<file path="src/rtl/controller_pkg.sv">
// Shared encodings for the multicycle controller: FSM states, ALU control
// codes, decoded fields and the condition-code evaluator.
package controller_pkg;

  typedef enum logic [3:0] {
    S_FETCH    = 4'd0,
    S_DECODE   = 4'd1,
    S_MEMADR   = 4'd2,
    S_MEMREAD  = 4'd3,
    S_MEMWB    = 4'd4,
    S_MEMWRITE = 4'd5,
    S_EXECUTER = 4'd6,
    S_EXECUTEI = 4'd7,
    S_ALUWB    = 4'd8,
    S_BRANCH   = 4'd9,
    S_UNKNOWN  = 4'd10
  } state_t;

  localparam logic [1:0] ALU_ADD = 2'b00;
  localparam logic [1:0] ALU_SUB = 2'b01;
  localparam logic [1:0] ALU_AND = 2'b10;
  localparam logic [1:0] ALU_ORR = 2'b11;

  localparam logic [3:0] CMD_ADD = 4'b0100;
  localparam logic [3:0] CMD_SUB = 4'b0010;
  localparam logic [3:0] CMD_AND = 4'b0000;
  localparam logic [3:0] CMD_ORR = 4'b1100;

  localparam logic [1:0] OP_DP  = 2'b00;
  localparam logic [1:0] OP_MEM = 2'b01;
  localparam logic [1:0] OP_BR  = 2'b10;

  localparam logic [3:0] C_EQ = 4'h0, C_NE = 4'h1, C_CS = 4'h2, C_CC = 4'h3;
  localparam logic [3:0] C_MI = 4'h4, C_PL = 4'h5, C_VS = 4'h6, C_VC = 4'h7;
  localparam logic [3:0] C_HI = 4'h8, C_LS = 4'h9, C_GE = 4'hA, C_LT = 4'hB;
  localparam logic [3:0] C_GT = 4'hC, C_LE = 4'hD, C_AL = 4'hE;

  // flags packed as {N,Z,C,V}; cond 1111 (and anything unlisted) is false
  function automatic logic cond_eval(input logic [3:0] cond, input logic [3:0] flags);
    logic n, z, c, v;
    {n, z, c, v} = flags;
    case (cond)
      C_EQ:    return z;
      C_NE:    return !z;
      C_CS:    return c;
      C_CC:    return !c;
      C_MI:    return n;
      C_PL:    return !n;
      C_VS:    return v;
      C_VC:    return !v;
      C_HI:    return c & !z;
      C_LS:    return !c | z;
      C_GE:    return n == v;
      C_LT:    return n != v;
      C_GT:    return !z & (n == v);
      C_LE:    return z | (n != v);
      C_AL:    return 1'b1;
      default: return 1'b0;
    endcase
  endfunction

endpackage

</file>
<file path="src/rtl/cond_unit.sv">
// Flags register plus registered condition-pass bit for the multicycle controller.
module cond_unit
  import controller_pkg::*;
(
  input  logic       clk,
  input  logic       reset,
  input  logic [3:0] i_cond,
  input  logic [3:0] i_alu_flags,
  input  logic       i_decode,
  input  logic       i_flag_we,
  input  logic       i_cv_we,
  output logic       o_cond_ok
);

  logic [3:0] r_flags;
  logic       r_cond_ok;

  // cond_ok is sampled once per instruction in DECODE and gates every
  // later strobe, including the flag update itself.
  always_ff @(posedge clk or negedge reset) begin
    if (!reset) begin
      r_flags   <= 4'b0000;
      r_cond_ok <= 1'b0;
    end else begin
      if (i_decode)
        r_cond_ok <= cond_eval(i_cond, r_flags);
      if (i_flag_we && r_cond_ok) begin
        r_flags[3:2] <= i_alu_flags[3:2];
        if (i_cv_we)
          r_flags[1:0] <= i_alu_flags[1:0];
      end
    end
  end

  assign o_cond_ok = r_cond_ok;

endmodule

</file>
<file path="src/rtl/multicycle_controller.sv">
// Multicycle ARM-subset control FSM: sequences fetch/decode/execute and
// drives datapath selects and write strobes as Moore outputs.
module multicycle_controller
  import controller_pkg::*;
(
  input  logic         clk,
  input  logic         reset,
  input  logic [31:12] Instr,
  input  logic [3:0]   ALUFlags,
  output logic         PCWrite,
  output logic         MemWrite,
  output logic         RegWrite,
  output logic         IRWrite,
  output logic         AdrSrc,
  output logic         ALUSrcA,
  output logic [1:0]   ResultSrc,
  output logic [1:0]   ALUSrcB,
  output logic [1:0]   ImmSrc,
  output logic [1:0]   RegSrc,
  output logic [1:0]   ALUControl,
  output logic [3:0]   state_o
);

  state_t     r_state, w_next;
  logic [3:0] w_cond, w_cmd;
  logic [1:0] w_op, w_dp_alu;
  logic       w_i, w_s, w_u, w_rd15, w_cond_ok, w_unused_rn;

  assign w_cond      = Instr[31:28];
  assign w_op        = Instr[27:26];
  assign w_i         = Instr[25];
  assign w_cmd       = Instr[24:21];
  assign w_s         = Instr[20];
  assign w_u         = Instr[23];
  assign w_rd15      = (Instr[15:12] == 4'hF);
  assign w_unused_rn = ^Instr[19:16];

  always_ff @(posedge clk or negedge reset) begin
    if (!reset) r_state <= S_FETCH;
    else        r_state <= w_next;
  end

  always_comb begin
    w_next = S_FETCH;
    case (r_state)
      S_FETCH:  w_next = S_DECODE;
      S_DECODE: begin
        case (w_op)
          OP_DP:   w_next = w_i ? S_EXECUTEI : S_EXECUTER;
          OP_MEM:  w_next = S_MEMADR;
          OP_BR:   w_next = S_BRANCH;
          default: w_next = S_FETCH;
        endcase
      end
      S_MEMADR:   w_next = w_s ? S_MEMREAD : S_MEMWRITE;
      S_MEMREAD:  w_next = S_MEMWB;
      S_EXECUTER: w_next = S_ALUWB;
      S_EXECUTEI: w_next = S_ALUWB;
      default:    w_next = S_FETCH;
    endcase
  end

  always_comb begin
    case (w_cmd)
      CMD_ADD: w_dp_alu = ALU_ADD;
      CMD_SUB: w_dp_alu = ALU_SUB;
      CMD_AND: w_dp_alu = ALU_AND;
      CMD_ORR: w_dp_alu = ALU_ORR;
      default: w_dp_alu = ALU_ADD;
    endcase
  end

  cond_unit u_cond (
    .clk         (clk),
    .reset       (reset),
    .i_cond      (w_cond),
    .i_alu_flags (ALUFlags),
    .i_decode    (r_state == S_DECODE),
    .i_flag_we   (((r_state == S_EXECUTER) || (r_state == S_EXECUTEI)) && w_s),
    .i_cv_we     ((w_cmd == CMD_ADD) || (w_cmd == CMD_SUB)),
    .o_cond_ok   (w_cond_ok)
  );

  logic       w_pcw, w_mw, w_rw, w_irw, w_adr, w_srca;
  logic [1:0] w_res, w_srcb, w_imm, w_aluc, w_regsrc;

  always_comb begin
    w_pcw  = 1'b0;
    w_mw   = 1'b0;
    w_rw   = 1'b0;
    w_irw  = 1'b0;
    w_adr  = 1'b0;
    w_srca = 1'b0;
    w_res  = 2'b00;
    w_srcb = 2'b00;
    w_imm  = 2'b00;
    w_aluc = ALU_ADD;
    case (r_state)
      S_FETCH: begin
        w_irw  = 1'b1;
        w_srca = 1'b1;
        w_srcb = 2'b10;
        w_res  = 2'b10;
        w_pcw  = 1'b1;
      end
      S_DECODE: begin
        w_srca = 1'b1;
        w_srcb = 2'b10;
        w_res  = 2'b10;
      end
      S_MEMADR: begin
        w_srcb = 2'b01;
        w_imm  = 2'b01;
        w_aluc = w_u ? ALU_ADD : ALU_SUB;
      end
      S_MEMREAD:  w_adr = 1'b1;
      S_MEMWRITE: begin
        w_adr = 1'b1;
        w_mw  = w_cond_ok;
      end
      S_MEMWB: begin
        w_res = 2'b01;
        w_rw  = w_cond_ok;
        w_pcw = w_cond_ok & w_rd15;
      end
      S_EXECUTER: w_aluc = w_dp_alu;
      S_EXECUTEI: begin
        w_srcb = 2'b01;
        w_aluc = w_dp_alu;
      end
      S_ALUWB: begin
        w_rw  = w_cond_ok;
        w_pcw = w_cond_ok & w_rd15;
      end
      S_BRANCH: begin
        w_srcb = 2'b01;
        w_imm  = 2'b10;
        w_res  = 2'b10;
        w_pcw  = w_cond_ok;
      end
      default: ;
    endcase
  end

  assign w_regsrc = {(w_op == OP_MEM) && !w_s, w_op == OP_BR};

  // Outputs are forced low while reset is held, not just after the
  // asynchronous state clear, so FETCH strobes never leak during reset.
  assign PCWrite    = reset & w_pcw;
  assign MemWrite   = reset & w_mw;
  assign RegWrite   = reset & w_rw;
  assign IRWrite    = reset & w_irw;
  assign AdrSrc     = reset & w_adr;
  assign ALUSrcA    = reset & w_srca;
  assign ResultSrc  = {2{reset}} & w_res;
  assign ALUSrcB    = {2{reset}} & w_srcb;
  assign ImmSrc     = {2{reset}} & w_imm;
  assign RegSrc     = {2{reset}} & w_regsrc;
  assign ALUControl = {2{reset}} & w_aluc;
  assign state_o    = r_state;

endmodule

</file>
<file path="config.mk">
export PLATFORM = sky130hd
export DESIGN_NAME = multicycle_controller
export DESIGN_NICKNAME = d
export VERILOG_FILES = /design/src/rtl/controller_pkg.sv /design/src/rtl/cond_unit.sv /design/src/rtl/multicycle_controller.sv
export SDC_FILE = /design/constraint.sdc
export NUM_CORES = 1
export LEC_CHECK = 0
export ABC_CLOCK_PERIOD_IN_PS = 2200
export CAP_MARGIN = 20
export CORE_MARGIN = 1.5
export CORE_UTILIZATION = 38
export CTS_CLUSTER_DIAMETER = 50
export CTS_CLUSTER_SIZE = 25
export DETAILED_ROUTE_END_ITERATION = 6
export HOLD_SLACK_MARGIN = 0.05
export PLACE_DENSITY_LB_ADDON = 0.08
export RECOVER_POWER = 100
export SYNTH_ARGS = -nofsm -noshare
export SYNTH_HDL_FRONTEND = slang
export SYNTH_SLANG_ARGS = --single-unit
export TNS_END_PERCENT = 30
</file>
<file path="constraint.sdc">
create_clock -name clk -period 2.2 [get_ports clk]
set_input_delay 0.33 -clock clk [delete_from_list [all_inputs] [get_ports clk]]
set_output_delay 0.33 -clock clk [all_outputs]
set_load 0.005 [all_outputs]
</file>
# Word-level counts from Yosys, hierarchy flattened
# Cells that the tools add are included.
[classes]
eq_ne = 31
mux = 17
bitwise = 16
reduce_logical = 21
[op_table]
columns = ["operator", "count"]
rows = [
  ["$eq 4x4->1 const B", 11],
  ["$eq 4x3->1 const B", 9],
  ["$eq 4x2->1 const B", 5],
  ["$pmux 4 s5", 1],
  ["$pmux 2 s2", 4],
  ["$pmux 1 s15", 1],
  ["$logic_not 4->1", 3],
  ["$pmux 4 s3", 1],
  ["$and 2x2->2", 5],
  ["$and 1x1->1", 9],
  ["$eq 4x1->1 const B", 2],
  ["$reduce_or 2->1", 4],
  ["$mux 1", 7],
  ["$pmux 2 s3", 1],
  ["$reduce_or 3->1", 2],
  ["$logic_not 1->1", 5],
  ["$logic_and 1x1->1", 3],
  ["$mux 3", 1],
  ["$pmux 1 s3", 1],
  ["$eq 2x1->1 const B", 1],
  ["$eq 2x2->1 const B", 1],
  ["$logic_not 2->1", 1],
  ["$logic_or 1x1->1", 2],
  ["$or 1x1->1", 2],
  ["other kinds (3)", 3],
]
[totals]
reg_bits = 9
input_bits = 26
out_inout_bits = 20
elab_cells = 89

# Logic depth before layout (Yosys ltp)
[depth]
ltp_word = 5
ltp_mapped = 6
depth_no_buf = 5

# Modules after synthesis
# Synthesis repeated with hierarchy kept, for this count alone.
[hier_totals]
cells_unflattened = 105
hier_area_um2 = 865.8
[by_module_without_submodules]
columns = ["module", "instances", "cells_per_inst", "area_each_um2", "seq_area_each_um2"]
rows = [
  ["multicycle_controller", 1, 71, 510.5, 100.1],
  ["cond_unit", 1, 34, 355.3, 125.1],
]

# Worst setup path before layout
# No wires, ideal clock.
[synth_timing]
path_kind = "reg-to-reg"
start = "register r_state[3], in the netlist state_o[3]"
end = "register u_cond.r_flags[0]"
setup_ps = 125
arrival_ps = 1800
required_ps = 2075
slack_ps = 275
path_stages_with_launch = 6
n_path_buf = 1
period_less_slack_ps = 1925
cell_sequence = "dfrtp_1 buf_6 nand2b_4 or3_4 or4_4 mux2_4"
[synth_between]
elab_chain_cells = 5
word_cells_on_any_way = 6
cone_classes = "2 x eq/ne; 4 x reduce/logical"
[synth_lines]
columns = ["item", "line", "text"]
rows = [
  ["start: declaration", "multicycle_controller.sv:24", "state_t r_state, w_next;"],
  ["start signal: assignment", "multicycle_controller.sv:40", "else r_state <= w_next;"],
  ["$eq 4x3->1", "multicycle_controller.sv:79", ".i_flag_we (((r_state == S_EXECUTER) || (r_state == S_EXECUTEI)) && w_s),"],
  ["$logic_or 1x1->1 *", "multicycle_controller.sv:79", ""],
  ["$logic_and 1x1->1 *", "multicycle_controller.sv:79", ""],
  ["$logic_and 1x1->1 *", "cond_unit.sv:27", "if (i_flag_we && r_cond_ok) begin"],
  ["$reduce_and 2->1 (no line) *", "-", ""],
  ["end signal: assignment", "cond_unit.sv:30", "r_flags[1:0] <= i_alu_flags[1:0];"],
  ["end: declaration", "cond_unit.sv:15", "logic [3:0] r_flags;"],
]
# Mark *: on every way between the ends. The rest lies on a longest branch, timed or not.
# A chain may end at the register's enable or synchronous reset.

# Worst setup path in the final report
[layout_timing]
start = "register r_state[2], in the netlist state_o[2]"
end = "output port IRWrite"
[layout_between]
elab_chain_cells = 3
[layout_lines]
columns = ["item", "line", "text"]
rows = [
  ["$logic_not 4->1", "multicycle_controller.sv:98", "case (r_state)"],
  ["$mux 1", "multicycle_controller.sv:98", ""],
  ["$and 1x1->1", "multicycle_controller.sv:152", "assign IRWrite = reset & w_irw;"],
  ["end: declaration", "multicycle_controller.sv:13", "output logic IRWrite,"],
]
# Every way passes these cells.

==> metrics.txt <==
Via Count=between 900 and 1k; Fillers=166; Slowest-stage cell, CP=clkdlybuf4s50_1; depth of the CTS H-tree=1; ys flop type=dfrtp_1; run status=finished clean; horizontal die dimension=49.8 um; RD Place Congestion=about 0.86; Iter 0 DRT Violations=10; Register Area=229 um^2; library cells used by synthesis=40; antenna diode count=0; antenna violations before repair=0; Clock Skew=2.19 ps; total track usage=0.201; Die Y-Extent=between 40 and 50 um; startpoint types=register; pin count of the biggest net entering global routing=14; Crit Path Max Fanout=8; total die area=2480 um^2; Synth area leader=dfrtp_1; mapped cell area=832 um^2; pre-CTS setup slack=-252 ps; Final nets=188; Hold Fails Final Rpt=0; Critical Path End Type=primary output; layout cells sized above 1=0.255; commonest cells after routing, fill and taps aside=clkdlybuf4s50_1, buf_4, nand2_1; pwr/cell area=855 nW/um^2; Synth Net Count=129; Avg Cell Area, Syn=roughly 8 um^2; Cells after Synth=103; share of Yosys cell area claimed by the top area cell type=0.271; Routed Antenna Nets=0; maximum VDD drop=539 uV; sequential share of the synthesized area=0.271; area of the multi-input gates=589 um^2; share of flip-flops with an asynchronous set or reset=1.00; Setup Crit Path Kind=reg2out; Synth Warn #=0; initial core utilization=0.416; CTS tree=yes; Hold Slack=266 ps; Clock Pin Slew Worst Setup and Hold Paths=60 ps; worst hold path type=in2async; Max Root-Sink Buffers=2; period utilisation layout=0.974; clk sinks=9; final wirelength=2280 um; final setup vio count=0; slew at the pin closest to its max-slew limit=about 260 ps; Period minus WS final=about 2100 ps; Pwr Total=1.24 mW; CORE AREA=2000 um^2; TritonRoute pass-1 iters=4; Leakage=roughly 0.65 nW; GR Overflow Total=0; slowest stage delay, CP=500 ps; worst setup margin=~56 ps; number of enable flip-flop cells after synthesis=0; detailed placement HPWL=roughly 1700 um; Vias per Instance=5.05; Area Growth Syn to Fin=73.7%; largest cells by area after synthesis=dfrtp_1, nor3_1, xnor2_1; Slew Limit Fails=0; first-pass GRT wire length=3890 um; total CTS buffers=3; CP Data Required Time=1870 ps; commonest non-fill, non-tap cell in the layout=clkdlybuf4s50_1; vias in the first global route=920; fmax=about 0.47 GHz; CTS root buf=clkbuf_4; Top-Level Pins=46; Max-slew headroom=0.823; Critical Path AT=1810 ps; max_cap viols=0; post-layout utilization of the core=0.722; port bufs=41; synthesis-stage register bit count=9; unrepaired setup endpoints after global routing=yes; wire length per cell=~12 um; DRC=0; clock insertion delay at the later pin of the skew report=260 ps; num rows=16; crit path cell chain=buf_4 > or3_4 > nor2_1 > clkdlybuf4s50_1
==> cell type report <==
cell class | count | share of cell area
Tap cell | 27 | 0.0234
Sequential cell | 9 | 0.158
Multi-Input combinational cell | 83 | 0.408
Inverter | 4 | 0.0104
Clock buffer | 4 | 0.0182
Timing Repair Buffer | 61 | 0.382
==> kinds of logic (layout without fill, tap and decap cells) <==
group                    after synthesis  after routing  synth area share
buffers and inverters                 11             69            0.0632
AO/OA/AOI/OAI                         21             21             0.167
adder cells (fa/ha/maj)                1              1            0.0120
XOR/XNOR                               5              5            0.0526
flip-flops                             9              9             0.271
multiplexers                           7              7            0.0992
AND/OR/NAND/NOR                       49             49             0.335
==> critical path, delay by kind of cell, from the launching register on <==
family | cells | cell delay [ps]
DFF | 1 | 420
and+or+nand+nor | 2 | 460
buffers and inverters | 2 | 670
==> flip-flops by register name (all words and copies together), names as in the netlist <==
name / count
u_cond.r_flags: 4
state_o: 4
u_cond.o_cond_ok: 1
==> Yosys cell counts, drive strengths merged (2+ instances only) <==
library cell	number
a31oi	3
dfrtp	9
and3	2
a21oi	4
nor3	9
or2	2
nand3	2
or3	3
nor2	8
clkbuf	5
o21ai	4
inv	4
xnor2	4
nand2b	5
o22ai	2
nor2b	2
mux2i	3
nand2	9
mux2	4
o22a	2
buf	2
==> path summary, 6_finish.rpt <==
kind / startpoint / end / slack, ps / cells after the start
setup / recovery: state_o[2]$_DFF_PN0_ / IRWrite / 60 / 4
hold / removal: reset / u_cond.o_cond_ok$_DFFE_PN0P_ / 270 / 2
setup reg to reg: state_o[1]$_DFF_PN0_ / u_cond.r_flags[1]$_DFFE_PN0P_ / 230 / 5
hold reg to reg: u_cond.r_flags[3]$_DFFE_PN0P_ / u_cond.r_flags[3]$_DFFE_PN0P_ / 590 / 1
max in group asynchronous: reset / u_cond.r_flags[0]$_DFFE_PN0P_ / 1550 / 3
min in group clk: u_cond.r_flags[3]$_DFFE_PN0P_ / u_cond.r_flags[3]$_DFFE_PN0P_ / 590 / 1
==> where the power goes <==
group / leakage [nW] / internal, mW / switching [mW]
logic: 0.518 / 0.475 / 0.340
registers: 0.114 / 0.226 / 0.0702
clock network: 0.0150 / 0.0697 / 0.0552
total: 0.648 / 0.770 / 0.465
==> through the flow <==
stage | std cells | setup TNS, ps | area, um^2
finish | 188 | 0 | 1450
global route | 188 | -29.7 | 1450
CTS | 181 | -9.65 | 1380
detailed placement | 176 | -1050 | 1330
global placement | 176 | -824 | 1330
floorplan | 103 | 0 | 832
==> metal layers <==
layer	track usage	wire [um]
met5	0	0
met3	0.0242	111
met1	0.263	1040
met2	0.338	1100
met4	0.0694	25
==> repair_timing <==
item / in CTS / in global routing
hold buffers: 0 / 0
pin swaps: 0 / 2
resized for setup: 13 / 7
hold endpoints to repair: 0 / 0
setup endpoints to repair: 11 / 6
setup buffers: 1 / 7
No activity file was read; power rests on OpenSTA's default activity.
